[config.mk]
export PLATFORM = sky130hd
export DESIGN_NAME = adder_share_arbiter
export DESIGN_NICKNAME = d
export VERILOG_FILES = /design/src/rtl/adder_share_pkg.sv /design/src/rtl/shared_addsub_unit.sv /design/src/rtl/adder_share_arbiter.sv
export SDC_FILE = /design/constraint.sdc
export NUM_CORES = 1
export LEC_CHECK = 0
export BUFFER_PORTS_ARGS = -buffer_cell sky130_fd_sc_hd__buf_2
export CAP_MARGIN = 0
export CORE_ASPECT_RATIO = 0.75
export CORE_MARGIN = 3
export CORE_UTILIZATION = 45
export CTS_CLUSTER_SIZE = 10
export DETAILED_ROUTE_END_ITERATION = 10
export PLACE_DENSITY = 0.74
export REMOVE_ABC_BUFFERS = 1
export SYNTH_ARGS = -nofsm -noshare
export SYNTH_HDL_FRONTEND = slang
export SYNTH_HIERARCHICAL = 1
export SYNTH_SLANG_ARGS = --single-unit
[constraint.sdc]
create_clock -name clk -period 5.75 [get_ports clk]
set_input_delay 1.15 -clock clk [delete_from_list [all_inputs] [get_ports clk]]
set_output_delay 1.15 -clock clk [all_outputs]
set_load 0.05 [all_outputs]
[src/rtl/adder_share_pkg.sv]
// Shared types and default sizing for the adder-sharing arbiter block.
package adder_share_pkg;

   localparam int NREQ_DEF  = 4;
   localparam int WIDTH_DEF = 8;
   localparam int IDW_DEF   = $clog2(NREQ_DEF);

   typedef enum logic [1:0] {
      IDLE = 2'd0,
      EXEC = 2'd1,
      RESP = 2'd2
   } state_t;

endpackage

[src/rtl/shared_addsub_unit.sv]
// Combinational add/subtract unit shared by all requesters.
// Subtraction is A + ~B + 1, so cout=1 means "no borrow".
module shared_addsub_unit
   import adder_share_pkg::*;
#(
   parameter int WIDTH = WIDTH_DEF
) (
   input  logic [WIDTH-1:0] a_i,
   input  logic [WIDTH-1:0] b_i,
   input  logic             sub_i,
   output logic [WIDTH-1:0] sum_o,
   output logic             cout_o,
   output logic             ovf_o
);

   logic [WIDTH-1:0] b_eff;

   always_comb begin
      b_eff           = sub_i ? ~b_i : b_i;
      {cout_o, sum_o} = {1'b0, a_i} + {1'b0, b_eff} + {{WIDTH{1'b0}}, sub_i};
      // Signed overflow: operands agree in sign, result disagrees.
      ovf_o           = (a_i[WIDTH-1] == b_eff[WIDTH-1]) && (sum_o[WIDTH-1] != a_i[WIDTH-1]);
   end

endmodule

[src/rtl/adder_share_arbiter.sv]
// Round-robin arbiter sharing one add/sub unit between NREQ requesters.
// Handshakes: a transfer happens in any cycle where valid and ready are both 1 at the rising edge.
module adder_share_arbiter
   import adder_share_pkg::*;
#(
   parameter  int NREQ  = NREQ_DEF,
   parameter  int WIDTH = WIDTH_DEF,
   localparam int IDW   = (NREQ > 1) ? $clog2(NREQ) : 1
) (
   input  logic                  clk,
   input  logic                  rst,
   input  logic [NREQ-1:0]       req_valid,
   output logic [NREQ-1:0]       req_ready,
   input  logic [NREQ*WIDTH-1:0] req_a,
   input  logic [NREQ*WIDTH-1:0] req_b,
   input  logic [NREQ-1:0]       req_sub,
   output logic [NREQ-1:0]       rsp_valid,
   input  logic [NREQ-1:0]       rsp_ready,
   output logic [WIDTH-1:0]      rsp_sum,
   output logic                  rsp_cout,
   output logic                  rsp_ovf,
   output logic [IDW-1:0]        grant_id,
   output logic                  busy,
   output state_t                dbg_state
);

   state_t           state_q, state_d;
   logic [IDW-1:0]   rr_ptr_q;
   logic [IDW-1:0]   id_q;
   logic [WIDTH-1:0] a_q, b_q;
   logic             sub_q;
   logic [WIDTH-1:0] sum_q;
   logic             cout_q, ovf_q;

   logic [IDW-1:0]   winner;
   logic             any_valid;
   logic             accept;
   logic [IDW-1:0]   next_ptr;
   logic [WIDTH-1:0] unit_sum;
   logic             unit_cout, unit_ovf;

   // First valid requester starting at ptr and walking upward with wrap.
   function automatic logic [IDW-1:0] rr_pick(input logic [NREQ-1:0] v,
                                              input logic [IDW-1:0]  ptr);
      logic [IDW-1:0] pick;
      logic [IDW-1:0] k;
      logic           found;
      pick  = ptr;
      found = 1'b0;
      for (int i = 0; i < NREQ; i++) begin
         k = IDW'((int'(ptr) + i) % NREQ);
         if (!found && v[k]) begin
            pick  = k;
            found = 1'b1;
         end
      end
      return pick;
   endfunction

   assign any_valid = |req_valid;
   assign winner    = rr_pick(req_valid, rr_ptr_q);
   assign accept    = (state_q == IDLE) && any_valid;
   assign next_ptr  = (id_q == IDW'(NREQ - 1)) ? '0 : id_q + IDW'(1);

   shared_addsub_unit #(
      .WIDTH (WIDTH)
   ) u_unit (
      .a_i    (a_q),
      .b_i    (b_q),
      .sub_i  (sub_q),
      .sum_o  (unit_sum),
      .cout_o (unit_cout),
      .ovf_o  (unit_ovf)
   );

   always_ff @(posedge clk) begin
      if (rst) begin
         state_q <= IDLE;
      end else begin
         state_q <= state_d;
      end
   end

   always_comb begin
      state_d = state_q;
      case (state_q)
         IDLE:    if (any_valid) state_d = EXEC;
         EXEC:    state_d = RESP;
         RESP:    if (rsp_ready[id_q]) state_d = IDLE;
         default: state_d = IDLE;
      endcase
   end

   always_comb begin
      req_ready = '0;
      rsp_valid = '0;
      if (state_q == IDLE && any_valid) req_ready[winner] = 1'b1;
      if (state_q == RESP)              rsp_valid[id_q]   = 1'b1;
      busy      = (state_q != IDLE);
   end

   // Operands are latched at accept so requesters may change inputs afterwards.
   always_ff @(posedge clk) begin
      if (rst) begin
         rr_ptr_q <= '0;
         id_q     <= '0;
         a_q      <= '0;
         b_q      <= '0;
         sub_q    <= 1'b0;
         sum_q    <= '0;
         cout_q   <= 1'b0;
         ovf_q    <= 1'b0;
      end else begin
         if (accept) begin
            id_q  <= winner;
            a_q   <= req_a[int'(winner)*WIDTH +: WIDTH];
            b_q   <= req_b[int'(winner)*WIDTH +: WIDTH];
            sub_q <= req_sub[winner];
         end
         if (state_q == EXEC) begin
            sum_q    <= unit_sum;
            cout_q   <= unit_cout;
            ovf_q    <= unit_ovf;
            rr_ptr_q <= next_ptr;
         end
      end
   end

   assign rsp_sum   = sum_q;
   assign rsp_cout  = cout_q;
   assign rsp_ovf   = ovf_q;
   assign grant_id  = id_q;
   assign dbg_state = state_q;

endmodule

==> impl_metrics.json <==
{
  "postCtsHoldBufs": 0,
  "slowest_stage": "nand3_2",
  "hold_end": "rsp_sum[1]$_SDFFE_PP0N_",
  "place.detailed.hpwl_um": 5310,
  "worstPathCellList": "buf_2, nor2b_4, o21ai_2, nand3_2, nor2_1, buf_2",
  "max_freq_mhz": 229,
  "status": "completed",
  "relSlewSlack_pct": 22.1,
  "synthArstFlopShare_pct": 0,
  "min_from": "rsp_sum[1]$_SDFFE_PP0N_",
  "synth_edf_count": 0,
  "cts_buffer_depth": 2,
  "postCtsResizedCells": 0,
  "rr_startpoint": "rr_ptr_q[0]$_SDFFE_PP0N_",
  "die-area_sq_um": 6890,
  "grt_overflow": 0,
  "start_kind": "input pin",
  "powerDensity_nw_per_um2": 275,
  "grt_max_degree": 19,
  "irDropWorstVdd_mv": 0.136,
  "rsz0062_at_grt": "no",
  "seq_area_sq_um": 661,
  "drc": 0,
  "yosysUniqueCellTypes": 58,
  "synth-main-ff-cell": "dfxtp_1",
  "vias": 2577,
  "grt_pass1_vias": 2397,
  "finalMaxSlewViolations": 0,
  "clkTransAtPathRegs_ns": 0.07,
  "ys_warn_count": 6,
  "antenna_left": 0,
  "hold_ws_ns": 0.452,
  "n_antenna_cell": 0,
  "postCtsSetupBuffers": 0,
  "hold_viol": 0,
  "wirelength_um": 7030,
  "path_class": "input pin to output pin",
  "pwr-share-clk_pct": 19.6,
  "row_count": 23,
  "reg2reg_setup_slack_ns": 3.30,
  "switching_share_pct": 42.1,
  "wl_per_cell_um": 15.1,
  "r2r_cells": 5,
  "nets": 479,
  "finalSetupViolCount": 0,
  "cts_tree": "done",
  "root_buffer": "clkbuf_8",
  "areaGrowthSynthToFinish_pct": 18.3,
  "drtIter0Drc": 178,
  "cts_buffers": 5,
  "multiInputGateArea_sq_um": 1790,
  "syn_avg_cell_area_sq_um": 8.76,
  "cp_top_family": "simple AND/OR/NAND/NOR gates",
  "start_util_pct": 48.2,
  "p_seq_share_pct": 33.9,
  "max_stage_delay_ns": 0.67,
  "core_area_sq_um": 5530,
  "fp.dieH_um": 72.6,
  "crit_path_max_fanout": 18,
  "internal_power_w": 0.000501,
  "synth_area_sq_um": 2660,
  "cap_viol_max_count": 0,
  "fin_setup_tns_ns": 0,
  "antenna_found_initial": 0,
  "io_buffers": 100,
  "crit_path_end_kind": "output pin",
  "vias_per_cell": 5.54,
  "seq_area_frac_synth_pct": 24.8,
  "worstMarginPinSlew_ns": 1.17,
  "r2r_end": "a_q[5]$_SDFFE_PP0P_",
  "clock_sinks": 33,
  "p_switching_w": 0.000365,
  "post-route-period-util_pct": 75.9,
  "drt_pass1_iterations": 4,
  "worstPathArrival_ns": 3.22,
  "clock_latency_ns": 0.29,
  "cp.buffers_inverters": 2,
  "min_period_ns": 4.37,
  "die_x_um": 94.8,
  "hold_depth": 2,
  "htreeDepth": 2,
  "boundaryPins": 101,
  "gp_congestion": 0.889,
  "p_comb_share_pct": 46.5,
  "synth_seq_cells": 33,
  "cpMostUsedCell": "buf_2",
  "leakage_nw": 1.48,
  "required_ns": 4.60,
  "track_usage_pct": 19.9,
  "hold_class": "flip-flop to flip-flop",
  "fillCellCount": 547,
  "drive_above_1_share_pct": 38.5,
  "skew_ns": 0.00934,
  "syn_inst": 304,
  "grt_first_pass_wirelength_um": 11000
}
## power by group through the flow
stage          clock network, W  logic (W)  registers [W]
5_1_grt                0.000184   0.000443       0.000298
6_report               0.000170   0.000402       0.000293
3_3_place_gp                  0   0.000394       0.000297
2_1_floorplan                 0   0.000261       0.000335
3_5_place_dp                  0   0.000400       0.000298
4_1_cts                0.000174   0.000403       0.000293
## sequential cells by signal, indices dropped and copies added, names as in the netlist
| signal | cells |
|---|---|
| b_q | 8 |
| rsp_cout | 1 |
| rsp_ovf | 1 |
| rsp_sum | 8 |
| a_q | 8 |
| sub_q | 1 |
| dbg_state | 2 |
| grant_id | 2 |
| rr_ptr_q | 2 |
## area by class of cell
| type | instances | share of cell area (%) |
|---|---|---|
| clock buffers | 6 | 2.30 |
| clock inverters | 2 | 0.318 |
| inverters | 5 | 0.596 |
| multi-input cells | 244 | 56.9 |
| flip-flops and latches | 33 | 21.0 |
| well taps | 75 | 2.98 |
| repair buffers | 100 | 15.9 |
## Yosys cell counts (2+ instances only)
cell type,number,share of area (%)
o21a_1,3,0.85
o21ai_0,3,0.56
or2_2,2,0.47
a21o_2,11,3.6
nor2b_1,5,1.2
nor3_1,3,0.56
a21oi_1,18,3.4
xnor2_1,3,0.99
clkbuf_1,6,0.85
ha_1,11,5.2
nand2_1,45,6.3
and2_1,6,1.4
nand4_1,17,4.0
xor2_1,9,3.0
nor2_1,13,1.8
inv_1,5,0.70
nand3_1,2,0.38
o31ai_1,18,5.1
o21ai_2,2,0.66
mux2i_1,17,6.4
buf_2,3,0.56
a21o_1,7,2.0
buf_6,7,3.0
o211ai_1,8,2.3
nor2_2,2,0.47
clkbuf_8,3,1.6
nand2b_1,3,0.70
dfxtp_1,33,25
o211ai_2,10,4.7
## worst max path at each step
stage	from	endpoint	slack, ns	depth (start not counted)
floorplan	req_valid[0]	req_ready[0]	1.45	4
global placement	req_valid[2]	req_ready[3]	1.48	6
detailed placement	req_valid[2]	req_ready[3]	1.42	6
CTS	req_valid[2]	req_ready[3]	1.40	6
global route	req_valid[2]	req_ready[3]	1.23	6
finish	req_valid[2]	req_ready[3]	1.38	6
## metrics by stage
step	utilization (%)	setup slack (ns)	power [W]	instance area, sq um	instances
global placement	55.5	1.48	0.000691	3070	457
detailed placement	55.5	1.42	0.000698	3070	457
floorplan	-	1.45	0.000596	2470	282
CTS	57.0	1.40	0.000870	3150	465
global route	57.0	1.23	0.000924	3150	465
finish	57.0	1.38	0.000866	3150	465
## tightest hold or removal path: cells and delay by family, from the launching register on
family	cells	cell delay (ns)
flops	1	0.31
simple gates	1	0.05
compound gates	1	0.05
## placed cells by master (no fill, tap or decap), types with 2 or more instances in the layout
| cell type | n |
|---|---|
| o211ai_1 | 8 |
| o31ai_1 | 18 |
| a21oi_1 | 18 |
| nor2_2 | 2 |
| buf_2 | 100 |
| nand2b_1 | 3 |
| o21a_1 | 3 |
| and2_1 | 6 |
| inv_1 | 5 |
| dfxtp_1 | 33 |
| a21o_1 | 7 |
| nor3_1 | 3 |
| nand3_1 | 2 |
| or2_2 | 2 |
| o211ai_2 | 10 |
| o21ai_2 | 2 |
| nand4_1 | 17 |
| mux2i_1 | 17 |
| clkbuf_8 | 5 |
| xor2_1 | 9 |
| nor2b_1 | 5 |
| o21ai_0 | 3 |
| a21o_2 | 11 |
| xnor2_1 | 3 |
| ha_1 | 11 |
| clkinv_2 | 2 |
| nor2_1 | 13 |
| nand2_1 | 45 |
## kinds of logic (layout without fill, tap and decap cells)
kind of cell    after synthesis  after routing  synth area share (%)
simple gates                107            107                  21.0
compound gates               94             94                  28.7
fa+ha+maj                    12             12                  5.92
flops                        33             33                  24.8
mux                          19             19                  7.75
xor+xnor                     12             12                  3.95
buf+inv                      27            113                  7.84
## metal layers
layer  vias to the layer above  track usage [%]  part of all wire, %
li1                       1285                -                    -
met1                      1169             27.1                   45
met2                       114             31.1                   45
met3                         9             5.57                  9.4
met4                         0             5.12                 0.92
met5                         -                0                    0
No activity file was read; power rests on OpenSTA's default activity.
